[config.mk]
export PLATFORM = sky130hd
export DESIGN_NAME = gpio_serializer
export DESIGN_NICKNAME = d
export VERILOG_FILES = /design/src/rtl/gpio_serializer.sv
export SDC_FILE = /design/constraint.sdc
export NUM_CORES = 1
export LEC_CHECK = 0
export BUFFER_PORTS_ARGS = -buffer_cell sky130_fd_sc_hd__buf_2
export CORE_UTILIZATION = 45
export CTS_CLUSTER_DIAMETER = 30
export CTS_CLUSTER_SIZE = 14
export DETAILED_ROUTE_END_ITERATION = 6
export GPL_ROUTABILITY_DRIVEN = 1
export PLACE_DENSITY = 0.72
export SLEW_MARGIN = 20
export SYNTH_ARGS = -nofsm -noshare
export SYNTH_HDL_FRONTEND = slang
export SYNTH_SLANG_ARGS = --single-unit
[constraint.sdc]
create_clock -name clk -period 2.7 [get_ports clk]
set_input_delay 0.54 -clock clk [delete_from_list [all_inputs] [get_ports clk]]
set_output_delay 0.54 -clock clk [all_outputs]
set_load 0.03 [all_outputs]
[src/rtl/gpio_serializer.sv]
// gpio_serializer
//   Shifts the GPIO block's parallel output word into an external
//   74HC595-style serial-in/parallel-out chain using three pads
//   (ser_clk, ser_data, ser_latch). A frame starts automatically whenever
//   gpio_in differs from the value last latched externally, or when a
//   refresh is requested. One frame is also forced after every reset
//   release so the chain leaves reset in a known state.
//
// Parameters
//   WIDTH     bits per frame
//   CLK_DIV   clk cycles per ser_clk half-period (1..255)
//   MSB_FIRST 1 = bit WIDTH-1 shifted first, 0 = bit 0 first
//
// Ports
//   clk        system clock, rising edge
//   reset      asynchronous active-low reset
//   gpio_in    parallel value to send
//   refresh    one-cycle request to resend gpio_in even if unchanged
//   ser_clk    serial shift clock to the chain
//   ser_data   serial data, stable across each ser_clk rising edge
//   ser_latch  storage-register latch strobe
//   busy       high while a frame is in progress
//   frame_done one-cycle pulse on the last cycle of a frame
//
// Optional feature (macro GPIO_SER_READBACK_EN)
//   ser_din    serial output of the chain, sampled as ser_clk rises
//   rd_data    word captured from ser_din, updated at frame end

module gpio_serializer #(
    parameter int WIDTH     = 32,
    parameter int CLK_DIV   = 4,
    parameter bit MSB_FIRST = 1'b1
) (
    input  logic             clk,
    input  logic             reset,
    input  logic [WIDTH-1:0] gpio_in,
    input  logic             refresh,
    output logic             ser_clk,
    output logic             ser_data,
    output logic             ser_latch,
    output logic             busy,
    output logic             frame_done
`ifdef GPIO_SER_READBACK_EN
    ,
    input  logic             ser_din,
    output logic [WIDTH-1:0] rd_data
`endif
);

    localparam int DIV_W = (CLK_DIV > 1) ? $clog2(CLK_DIV) : 1;
    localparam int CNT_W = $clog2(WIDTH + 1);
    localparam logic [DIV_W-1:0] DIV_LAST = DIV_W'(CLK_DIV - 1);
    localparam logic [CNT_W-1:0] CNT_LAST = CNT_W'(WIDTH - 1);

    typedef enum logic [1:0] {
        IDLE,
        SHIFT,
        LATCH
    } state_t;

    state_t           state;
    logic [WIDTH-1:0] sent_q;
    logic [WIDTH-1:0] shadow;
    logic [WIDTH-1:0] shreg;
    logic [DIV_W-1:0] div;
    logic [CNT_W-1:0] cnt;
    logic             init_pend;
    logic             start;
    logic             next_bit;

`ifdef GPIO_SER_READBACK_EN
    logic [WIDTH-1:0] capture;
`endif

    assign start    = (gpio_in != sent_q) || refresh || init_pend;
    assign next_bit = MSB_FIRST ? shreg[WIDTH-1] : shreg[0];

    // ser_data is registered: the first bit is driven on the same edge that
    // enters SHIFT, and each following bit on the edge that drops ser_clk,
    // so the data is settled a full half-period before every rising edge.
    // shreg holds the bits still to be sent after the one on ser_data.
    always_ff @(posedge clk or negedge reset) begin
        if (!reset) begin
            state      <= IDLE;
            sent_q     <= '0;
            shadow     <= '0;
            shreg      <= '0;
            div        <= '0;
            cnt        <= '0;
            init_pend  <= 1'b1;
            ser_clk    <= 1'b0;
            ser_data   <= 1'b0;
            ser_latch  <= 1'b0;
            busy       <= 1'b0;
            frame_done <= 1'b0;
`ifdef GPIO_SER_READBACK_EN
            capture    <= '0;
            rd_data    <= '0;
`endif
        end else begin
            frame_done <= 1'b0;
            case (state)
                IDLE: begin
                    if (start) begin
                        shadow    <= gpio_in;
                        shreg     <= MSB_FIRST ? (gpio_in << 1) : (gpio_in >> 1);
                        ser_data  <= MSB_FIRST ? gpio_in[WIDTH-1] : gpio_in[0];
                        cnt       <= '0;
                        div       <= '0;
                        init_pend <= 1'b0;
                        busy      <= 1'b1;
                        state     <= SHIFT;
`ifdef GPIO_SER_READBACK_EN
                        capture   <= '0;
`endif
                    end
                end

                SHIFT: begin
                    if (div == DIV_LAST) begin
                        div <= '0;
                        if (!ser_clk) begin
                            ser_clk <= 1'b1;
`ifdef GPIO_SER_READBACK_EN
                            // Sampled before the chain shifts on this rise.
                            capture <= MSB_FIRST
                                ? ((capture << 1) | WIDTH'(ser_din))
                                : ((capture >> 1) | (WIDTH'(ser_din) << (WIDTH - 1)));
`endif
                        end else begin
                            ser_clk <= 1'b0;
                            if (cnt == CNT_LAST) begin
                                state      <= LATCH;
                                ser_latch  <= 1'b1;
                                // A single-cycle latch phase is also its last cycle.
                                frame_done <= (CLK_DIV == 1);
                            end else begin
                                cnt      <= cnt + 1'b1;
                                ser_data <= next_bit;
                                shreg    <= MSB_FIRST ? (shreg << 1) : (shreg >> 1);
                            end
                        end
                    end else begin
                        div <= div + 1'b1;
                    end
                end

                LATCH: begin
                    if (div == DIV_LAST) begin
                        div       <= '0;
                        state     <= IDLE;
                        busy      <= 1'b0;
                        ser_latch <= 1'b0;
                        ser_data  <= 1'b0;
                        sent_q    <= shadow;
`ifdef GPIO_SER_READBACK_EN
                        rd_data   <= capture;
`endif
                    end else begin
                        div        <= div + 1'b1;
                        // Raise the pulse so it is visible during the final cycle.
                        frame_done <= (int'(div) == CLK_DIV - 2);
                    end
                end

                default: state <= IDLE;
            endcase
        end
    end

endmodule

Word-level counts from Yosys, hierarchy flattened
Cells that the tools add are included.
- equal/unequal tests: 12
- multiplexer cells: 34
- reductions and logical operators: 18
- add/subtract/negate cells: 2
- operators with widths (kind ; count):
    $mux 32 ; 4
    $pmux 32 s2 ; 1
    $ne 32x32->1 ; 1
    $mux 6 ; 4
    $reduce_and 5->1 ; 3
    $mux 2 ; 7
    $mux 1 ; 12
    $ne 2x2->1 const B ; 6
    $pmux 6 s2 ; 1
    $reduce_and 2->1 ; 4
    $reduce_bool 2->1 ; 4
    $add 6x1->6 const B ; 1
    $eq 2x2->1 const B ; 3
    $eq 6x5->1 const B ; 1
    $pmux 2 s3 ; 1
    $reduce_and 6->1 ; 1
    $pmux 1 s2 ; 2
    $pmux 2 s2 ; 1
    $pmux 1 s3 ; 1
    $reduce_and 3->1 ; 1
    $reduce_bool 3->1 ; 1
    $add 2x1->2 const B ; 1
    $eq 2x1->1 const B ; 1
    $logic_not 2->1 ; 1
    other kinds (2) ; 3
- input port bits: 35
- output and inout bits: 5
- flip-flop bits (word level): 112

Depth between registers and ports, before layout
- depth after elaboration: 5
- gate-level depth with buffers: 8
- depth with buffers taken out: 8

Worst setup path before layout
OpenSTA, ideal clock, no wires.
- path kind: input port to flip-flop
- from: input port gpio_in[0]
- to: register shadow[10]
- slack: 0.639 ns
- library setup time: 0.125 ns
- cell stages on the path: 7
- required time: 2.575 ns
- arrival: 1.936 ns
- path through: or2b_1 -> o2111ai_1 -> nor4_1 -> nand4_1 -> nand2_2 -> buf_6 -> mux2_2
- word-level cells in the longest chain between the ends: 4
- ends and longest elaborated chain (element ; line ; text):
    start: declaration ; 36 ; input logic [WIDTH-1:0] gpio_in,
    $ne 32x32->1 ; 75 ; assign start = (gpio_in != sent_q) || refresh || init_pend;
    $logic_or 1x1->1 (2 in a row) ; 75 ;
    $reduce_and 2->1 (no source line) ; n/a ;
    end signal: assignment ; 105 ; shadow <= gpio_in;
    end: declaration ; 63 ; logic [WIDTH-1:0] shadow;
Every way passes these cells.
A chain may end at the register's enable or synchronous reset.

Worst setup path after layout
- from: register sent_q[6]
- to: register shreg[13]
- word-level cells in the longest chain between the ends: 5
- ends and longest elaborated chain (element ; line ; text):
    start: declaration ; 62 ; logic [WIDTH-1:0] sent_q;
    start signal: assignment ; 155 ; sent_q <= shadow;
    $ne 32x32->1 ; 75 ;
    $logic_or 1x1->1 (2 in a row) ; 75 ;
    $ne 2x2->1 (no source line) ; n/a ;
    $reduce_and 5->1 (no source line) ; n/a ;
    end signal: assignment ; 106 ; shreg <= MSB_FIRST ? (gpio_in << 1) : (gpio_in >> 1);
    end signal: assignment ; 140 ; shreg <= MSB_FIRST ? (shreg << 1) : (shreg >> 1);
    end: declaration ; 64 ; logic [WIDTH-1:0] shreg;
Every way passes these cells.

==> metrics.yaml <==
detailed_routing:
  drtIter0Drc: 179
  drc: 0
  viasPerCell: 5.69
  wire_per_inst_microns: 17.6
  vias: 3393
  postRouteAntennaNets: 0
  dr.pass1.iters: 5
  wirelength_microns: 10500
global_routing:
  globalRouteTotalUtil_pct: 19.6
  grt_overflow: 0
  grt_pass1_wl_microns: 17600
  grt_start_max_net_pins: 61
  first_global_vias: 3475
  antenna_found_initial: 0
die:
  start_util_pct: 47.1
  coreArea_sq_um: 11100
  die_w_microns: 110
  fp.dieArea_sq_um: 12000
  core.rowCount: 38
  pin_count: 40
  dieHeight_microns: 110
sta:
  hold_viol: 0
  min_period_ns: 2.38
  grt_setup_unrepaired: "no"
  worstMarginPinSlew_ns: 0.654
  fin_setup_tns_ns: 0
  setup_viol: 0
  fin_worst_skew_ns: 0.00809
  period_share_pct: 88.2
  drv_slew: 0
  fmax_mhz: 420
  slew_headroom_pct: 56.4
worst_setup_path:
  r2r_setup_slack_ns: 0.32
  cp_max_fo: 38
  reg2reg_to: "shreg[13]"
  critPathLaunchType: "flip-flop"
  cp-end-kind: "flip-flop"
  reg2reg_depth: 8
  arrival_ns: 2.59
  r2r_start: "sent_q[6]"
  cp.required_ns: 2.90
  critPathKind: "flip-flop to flip-flop"
yosys:
  ys_ff_latch: 111
  syn_nets: 456
  avgSynthCellArea_sq_um: 12.6
  synth-async-reset-ratio_pct: 100
  yosys_warnings: 0
  ys_types: 42
  synth-seq-area-share_pct: 53.2
  netlist_area_sq_um: 5220
  synth_edf_count: 0
  synthFlopType: "dfrtp_1"
  syn_inst: 413
clocking:
  cts_buffer_depth: 2
  cts_buffers: 9
  cts_tree: "done"
  clock_sinks: 111
  clk_pin_slew_ns: 0.08
  ctsHoldBuffers: 0
  clockRootBuffer: "clkbuf_16"
  post_cts_buffers: 0
  clkLatencyLatePin_ns: 0.35
  htreeDepth: 3
  cts_resized: 0
cells_and_area:
  final_common_cell: "dfrtp_1"
  post-route-util_pct: 53.4
  nets: 494
  syn_to_final_growth_pct: 13.2
  final_cell_mix: "110 x dfrtp_1, 70 x mux2_2, 38 x buf_2, 33 x mux2i_1, 30 x a21oi_1"
  fillers: 946
  drive_gt1_share_pct: 32.5
  antenna_cells: 0
power_and_ir_drop:
  pwr_density_cell_nw_per_um2: 807
  peakVddDrop_mv: 0.462
  total_leakage_power_nw: 2.90
place:
  dp_hpwl_microns: 7240
  portBuffers: 39
  place_congestion: 0.708
min_path:
  min_path_type: "primary input to async pin"
flow_run:
  drv_cap: 0
outcome:
  outcome: "completed"
## metrics by stage
step	hold slack, ns	worst slack [ns]	cells	area [sq um]	power, mW
after floorplan	0.244	0.639	413	5220	3.07
after detailed placement	0.488	0.0904	580	5600	3.42
after global routing	0.207	0.204	596	5910	5.08
after global placement	0.483	0.152	580	5600	3.34
final	0.173	0.318	596	5910	4.77
after CTS	0.195	0.374	596	5910	4.82
## cells by family (layout without fill, tap and decap cells)
logic type               after synthesis  count (layout)  share of synthesized area [%]
AO/OA/AOI/OAI                         77              77                           9.30
XOR/XNOR                              29              29                           4.86
adder cells (fa/ha/maj)                8               8                           1.92
buffers and inverters                 34              77                           3.55
flip-flops                           111             111                           53.2
multiplexers                         103             103                           21.4
AND/OR/NAND/NOR                       51              51                           5.75
## area by class of cell
| class | instances | area [sq um] | area share, % |
|---|---|---|---|
| clock inverters | 6 | 72.6 | 1.23 |
| flip-flops and latches | 111 | 2780 | 47.0 |
| repair buffers | 50 | 343 | 5.80 |
| well taps | 140 | 175 | 2.96 |
| clock buffers | 10 | 239 | 4.04 |
| inverters | 11 | 41.3 | 0.699 |
| multi-input cells | 268 | 2260 | 38.3 |
## cell usage after synthesis (2+ instances only)
master	instances	area [sq um]
dfrtp_1	110	2750
mux2_2	70	788
mux2i_1	33	330
a21oi_1	30	150
a31oi_1	29	181
xnor2_1	22	193
nand2_1	12	45.0
inv_1	11	41.3
clkbuf_1	9	33.8
ha_1	8	100
buf_2	7	35.0
nand4_1	7	43.8
xor2_1	7	61.3
buf_6	6	67.6
nand3_1	4	20.0
nor2_1	4	15.0
a21o_1	3	22.5
a22o_1	3	26.3
a31o_2	3	26.3
and2_1	3	18.8
nor2b_1	3	18.8
nor3_1	3	15.0
o21ai_0	3	15.0
or2b_1	3	22.5
and3_1	2	12.5
nand2_2	2	12.5
## registers in the layout (all words and copies together) (netlist names)
signal / count
sent_q: 32
shadow: 32
shreg: 31
cnt: 6
div: 2
state: 2
busy: 1
frame_done: 1
init_pend: 1
ser_clk: 1
ser_data: 1
ser_latch: 1
## worst max path at each step
stage	startpoint	end	slack, ns	cells past startpoint
after floorplan	gpio_in[0]	shadow[10]	0.64	7
after global placement	gpio_in[0]	shreg[23]	0.15	8
after detailed placement	gpio_in[0]	shreg[1]	0.09	8
after CTS	sent_q[6]	shreg[23]	0.37	7
after global routing	sent_q[6]	shreg[30]	0.20	8
final	sent_q[6]	shreg[13]	0.32	8
## power breakdown
group | leakage (nW) | switching (mW) | internal, mW
clock network | 0.156 | 0.633 | 0.761
registers | 1.38 | 0.203 | 2.04
logic | 1.37 | 0.591 | 0.540
## critical path: stages (launching register included)
cell	delay, ns
dfrtp_1	0.40
xnor2_1	0.32
nand4_1	0.16
nor4_1	0.33
nand4_1	0.24
buf_4	0.24
buf_4	0.26
a21oi_1	0.20
a31oi_1	0.07
## metal layers
metal	up-vias	global-route usage (%)	share of wire, %
met5	-	0	0
met4	0	5.24	1.4
met3	12	5.16	4.0
met1	1747	25.6	45
met2	64	32.4	49
li1	1570	-	-
Note: power is estimated with default switching activity, not from simulation.
